===== config.mk =====
export PLATFORM = sky130hd
export DESIGN_NAME = uart_tx_serializer
export DESIGN_NICKNAME = d
export VERILOG_FILES = /design/src/rtl/uart_tx_serializer.sv
export SDC_FILE = /design/constraint.sdc
export NUM_CORES = 1
export LEC_CHECK = 0
export ABC_AREA = 1
export CORE_MARGIN = 1.5
export CORE_UTILIZATION = 50
export CTS_CLUSTER_DIAMETER = 40
export DETAILED_ROUTE_END_ITERATION = 8
export GPL_TIMING_DRIVEN = 0
export MAX_ROUTING_LAYER = met4
export PLACE_DENSITY_LB_ADDON = 0.08
export SKIP_CTS_REPAIR_TIMING = 1
export SLEW_MARGIN = 20
export SYNTH_ARGS = -nofsm -noshare
export SYNTH_HDL_FRONTEND = slang
export SYNTH_SLANG_ARGS = --single-unit

===== constraint.sdc =====
create_clock -name clk -period 2 [get_ports clk]
set_input_delay 0.4 -clock clk [delete_from_list [all_inputs] [get_ports clk]]
set_output_delay 0.4 -clock clk [all_outputs]
set_load 0.03 [all_outputs]

===== src/rtl/uart_tx_serializer.sv =====
// 8N1 / 8E1 / 8O1 UART transmitter fed by the Tx data and send registers; tx falls one cycle after the send trigger.
// No backpressure: a send outside IDLE is dropped, and tx_busy / tx_fsm_in_STOP_S let the core poll for completion.
module uart_tx_serializer #(
  parameter int BAUD_DIV   = 434,
  parameter bit PARITY_EN  = 1'b1,
  parameter bit PARITY_ODD = 1'b0
) (
  input  logic       clk,
  input  logic       rst,
  input  logic       tx_data_en,
  input  logic [7:0] Tx_Data_w,
  input  logic       tx_send_en,
  input  logic       tx_send,
  output logic       tx,
  output logic       tx_busy,
  output logic       tx_fsm_in_STOP_S,
  output logic       tx_done
);

  localparam int CW = (BAUD_DIV > 1) ? $clog2(BAUD_DIV) : 1;
  localparam logic [CW-1:0] BAUD_LAST = CW'(BAUD_DIV - 1);
  // tx_done is registered, so it is set one count early to land on the final STOP cycle.
  localparam logic [CW-1:0] DONE_AT   = CW'(BAUD_DIV - 2);

  typedef enum logic [2:0] {
    IDLE   = 3'd0,
    START  = 3'd1,
    DATA   = 3'd2,
    PARITY = 3'd3,
    STOP   = 3'd4
  } state_t;

  state_t        state;
  logic [7:0]    hold_q;
  logic [7:0]    shift_q;
  logic          parity_q;
  logic [CW-1:0] baud_cnt;
  logic [2:0]    bit_cnt;
  logic          baud_last;
  logic [7:0]    send_byte;

  assign baud_last = (baud_cnt == BAUD_LAST);
  assign send_byte = tx_data_en ? Tx_Data_w : hold_q;

  always_ff @(posedge clk or negedge rst) begin
    if (!rst) begin
      hold_q <= 8'h00;
    end else if (tx_data_en) begin
      hold_q <= Tx_Data_w;
    end
  end

  always_ff @(posedge clk or negedge rst) begin
    if (!rst) begin
      state            <= IDLE;
      tx               <= 1'b1;
      tx_busy          <= 1'b0;
      tx_fsm_in_STOP_S <= 1'b0;
      tx_done          <= 1'b0;
      shift_q          <= 8'h00;
      parity_q         <= 1'b0;
      baud_cnt         <= '0;
      bit_cnt          <= 3'd0;
    end else begin
      tx_done <= 1'b0;
      case (state)
        IDLE: begin
          baud_cnt <= '0;
          if (tx_send_en && tx_send) begin
            state    <= START;
            tx       <= 1'b0;
            tx_busy  <= 1'b1;
            shift_q  <= send_byte;
            parity_q <= (^send_byte) ^ PARITY_ODD;
            bit_cnt  <= 3'd0;
          end
        end
        START: begin
          if (baud_last) begin
            baud_cnt <= '0;
            state    <= DATA;
            tx       <= shift_q[0];
          end else begin
            baud_cnt <= baud_cnt + CW'(1);
          end
        end
        DATA: begin
          if (baud_last) begin
            baud_cnt <= '0;
            if (bit_cnt == 3'd7) begin
              if (PARITY_EN) begin
                state <= PARITY;
                tx    <= parity_q;
              end else begin
                state            <= STOP;
                tx               <= 1'b1;
                tx_fsm_in_STOP_S <= 1'b1;
              end
            end else begin
              bit_cnt <= bit_cnt + 3'd1;
              shift_q <= {1'b0, shift_q[7:1]};
              tx      <= shift_q[1];
            end
          end else begin
            baud_cnt <= baud_cnt + CW'(1);
          end
        end
        PARITY: begin
          if (baud_last) begin
            baud_cnt         <= '0;
            state            <= STOP;
            tx               <= 1'b1;
            tx_fsm_in_STOP_S <= 1'b1;
          end else begin
            baud_cnt <= baud_cnt + CW'(1);
          end
        end
        STOP: begin
          if (baud_cnt == DONE_AT) begin
            tx_done <= 1'b1;
          end
          if (baud_last) begin
            baud_cnt         <= '0;
            state            <= IDLE;
            tx_busy          <= 1'b0;
            tx_fsm_in_STOP_S <= 1'b0;
          end else begin
            baud_cnt <= baud_cnt + CW'(1);
          end
        end
        default: begin
          state            <= IDLE;
          tx               <= 1'b1;
          tx_busy          <= 1'b0;
          tx_fsm_in_STOP_S <= 1'b0;
          baud_cnt         <= '0;
        end
      endcase
    end
  end

endmodule


==> metrics.txt, run 1 <==
status completed; synthesized flop and latch total 36; main flop type after synthesis dfrtp_1; Final Util 60.5%; Ys Warns 0; vias in the first global route 1670; iteration count of the initial detailed-routing pass 4; slowest CP cell clkdlybuf4s50_1; top cell type's share of synthesized area 42.0%; pwr dens roughly 1300 nW/um^2; synthesized area 2090 sq um; CP Capture Type output port; critical path fanouts, max 2; DRC viols 0; R2R Setup Slk 0.36 ns; Synth async-reset ratio 100%; Post-synth EDFFs 0; power share of the sequential group a little over a third; Synth area leader dfrtp_1; core region area 4000 sq um; WL per Instance ~11 um; min cycle time layout about 1.9 ns; Initial Util 52.2%; # H-tree levels 2; die area between 4000 and 5000 sq um; largest net degree at the start of global routing 33; clock latency on the worst-skew pair ~0.29 ns; # setup viols final 0; final critical-path share of the clock period a little over nine tenths; Syn Inst Count 275; met3 WL post-DR 93 um; Syn Area/Cell 7.59 sq um; CP top delay family buffers and inverters; CTS max path bufs 2; Met1 Wirelength 1.98 mm; antenna cells 0; Pins Over Slew Limit 0; Sequential Area 902 sq um; Syn-to-layout area delta 16.0%; Filler Cell Count 365; DR vias about 1700; CP cell instances clkdlybuf4s50_1; Final Hold Viols 0; relative slew slack 72.3%; met2 routed WL between 1.5 and 2 mm; post-synthesis sequential area ratio 43.2%; placed cell area 2310 sq um; CTS tree yes; RSZ-0062 raised after global routing false; Hold Crit Endpoint hold_q[0]$_DFF_PN0_; Int Power 1.79 mW; Hold Path Class input port to register; TritonCTS buffer count 5; combinational power share between 40 and 50%; Final Skew 0.00881 ns; DR top layer met4; Reg-to-Reg Start state[2]$_DFFE_PN0P_; Reg clk slew, reported paths around 0.080 ns; DP HPWL ~2.8 mm; root buf cell clkbuf_8; initial antenna violation count 0; Final Total Pwr 3.08 mW; hold_sp tx_data_en; slew at the pin closest to its max-slew limit 0.412 ns; Final ANT Viol Nets 0; Fin Setup TNS 0 ns; port bufs 15; CTS sink cnt 36; first-pass GRT wire length 7.25 mm; Worst Path Required 1.60 ns; CP Data Arrival Time 1.48 ns; peak supply drop 676 uV; Hold Path Depth 3; Netlist cell types 30; Critical path buffers and inverters 1; gr usage total 21.3%; ranking of synthesized cells by area dfrtp_1 42%, nand2_1 21%, inv_1 5.8%, o21ai_2 4.6%, ha_1 3.0%; Design Area, Final 2420 sq um; post-synth net total 293; layout cells sized above 1 14.0%; Final Wtd Congestion approximately 0.76; RR Endpoint shift_q[1]$_DFFE_PN0P_; type of the worst setup path register to output port; I/O pins 17; Die Y-Extent 67.6 um; # rows 23; Max Fclk 532 MHz; die width 67.6 um; sw frac 41.9%; most frequent cells in the layout 119 x nand2_1, 35 x dfrtp_1, 32 x inv_1, 14 x nor2_1, 14 x clkdlybuf4s50_1; nets 317; Critical Path Max Stage Delay 0.66 ns; Clock power frac 18.1%; Routed Wire Length 3.85 mm; drt via density 4.81; NetSw about 1.3 mW; leakage 1.32 nW; footprint of the multi-input gates approximately 1000 sq um; Max Cap Viol 0; startpoint types register; global route total overflow 0; most common cell after layout, fill and taps aside nand2_1; Reg2Reg Depth 9; initial DRC count 91
==> layout make-up <==
type                    instances  area share (%)
plain buffers                   6            2.43
clock buffers                   7            3.98
repair buffers                 17            7.24
flip-flops and latches         36            37.3
well taps                      50            2.58
multi-input cells             199            41.1
inverters                      34            5.37
==> power by group through the flow <==
stage / logic [mW] / registers [mW] / clock network (mW)
5_1_grt: 1.62 / 1.15 / 0.598
6_report: 1.41 / 1.11 / 0.557
4_1_cts: 1.42 / 1.12 / 0.576
3_5_place_dp: 1.41 / 1.13 / 0
3_3_place_gp: 1.38 / 1.13 / 0
2_1_floorplan: 1.09 / 1.12 / 0
==> cell usage after synthesis, drive strengths merged (2+ instances only) <==
cell type and instances:
nand2 127, nand4 5, nand3 7, inv 34, dfrtp 35, ha 5
buf 5, o21ai 22, a21oi 6, nand3b 2, nor2 16, xor2 2
==> stage by stage <==
step / instances / hold WS (ns) / setup WS, ns
after floorplan: 275 / 0.104 / 0.547
after global placement: 340 / 0.456 / -0.328
after detailed placement: 341 / 0.235 / 0.259
after CTS: 348 / -0.0741 / 0.111
after global routing: 349 / 0.467 / 0.0942
final: 349 / 0.450 / 0.121
==> sequential cells by signal, summed over array words and instances (netlist names) <==
name	count
tx_busy	1
shift_q	8
tx	1
parity_q	1
hold_q	8
tx_done	1
bit_cnt	3
tx_fsm_in_STOP_S	1
baud_cnt	9
state	3
==> layer usage <==
| layer | global-route usage [%] | vias up |
|---|---|---|
| met3 | 3.67 | 7 |
| li1 | - | 895 |
| met4 | 6.89 | 0 |
| met2 | 32.2 | 12 |
| met5 | - | - |
| met1 | 29.0 | 765 |
==> cells by family (layout without fill, tap and decap cells) <==
kind of cell             count (synthesis)  after routing  synth area share (%)
AND/OR/NAND/NOR                        162            162                  33.9
buffers and inverters                   40             64                  9.05
flip-flops                              36             36                  43.2
AO/OA/AOI/OAI                           29             29                  9.53
adder cells (fa/ha/maj)                  5              5                  3.00
XOR/XNOR                                 3              3                  1.26
==> how the worst max path moves through the flow <==
stage / slack, ns / to / start / cells after the start
CTS: 0.11 / tx / tx$_DFFE_PN1P_ / 1
global placement: -0.33 / baud_cnt[4]$_DFF_PN0_ / rst / 1
detailed placement: 0.26 / shift_q[2]$_DFFE_PN0P_ / tx_send_en / 7
global route: 0.09 / tx / tx$_DFFE_PN1P_ / 1
floorplan: 0.55 / shift_q[1]$_DFFE_PN0P_ / bit_cnt[0]$_DFFE_PN0P_ / 9
finish: 0.12 / tx / tx$_DFFE_PN1P_ / 1
==> worst min-delay path, stage by stage <==
cell and delay, ns:
buf_2 0.16, nand2_1 0.07, nand2_1 0.06
No activity file was read; power rests on OpenSTA's default activity.
==> inputs of run 2 (changes only) <==
--- a/config.mk
+++ b/config.mk
@@ -13,7 +13,6 @@
 export GPL_TIMING_DRIVEN = 0
 export MAX_ROUTING_LAYER = met4
 export PLACE_DENSITY_LB_ADDON = 0.08
-export SKIP_CTS_REPAIR_TIMING = 1
 export SLEW_MARGIN = 20
 export SYNTH_ARGS = -nofsm -noshare
 export SYNTH_HDL_FRONTEND = slang
==> results of run 2 <==
The final DEF is identical to that of run 1; final timing and power are the same.
Main changes from that run: wire length of the first global-routing pass 7250 um -> 7230 um; via count of the first global-routing pass 1670 -> 1664; overall routing resource usage 21.3% -> 21.2%; met2 usage 32.2% -> 32.1%
==> inputs of run 3 (changes only) <==
--- a/config.mk
+++ b/config.mk
@@ -10,6 +10,7 @@
 export CORE_UTILIZATION = 50
 export CTS_CLUSTER_DIAMETER = 40
 export DETAILED_ROUTE_END_ITERATION = 8
+export GPL_ROUTABILITY_DRIVEN = 0
 export GPL_TIMING_DRIVEN = 0
 export MAX_ROUTING_LAYER = met4
 export PLACE_DENSITY_LB_ADDON = 0.08
==> results of run 3 <==
The final DEF is identical to that of run 1; final timing and power are the same.
Main changes from that run: wire length of the first global-routing pass 7250 um -> 7230 um; via count of the first global-routing pass 1670 -> 1664; overall routing resource usage 21.3% -> 21.2%; met2 usage 32.2% -> 32.1%
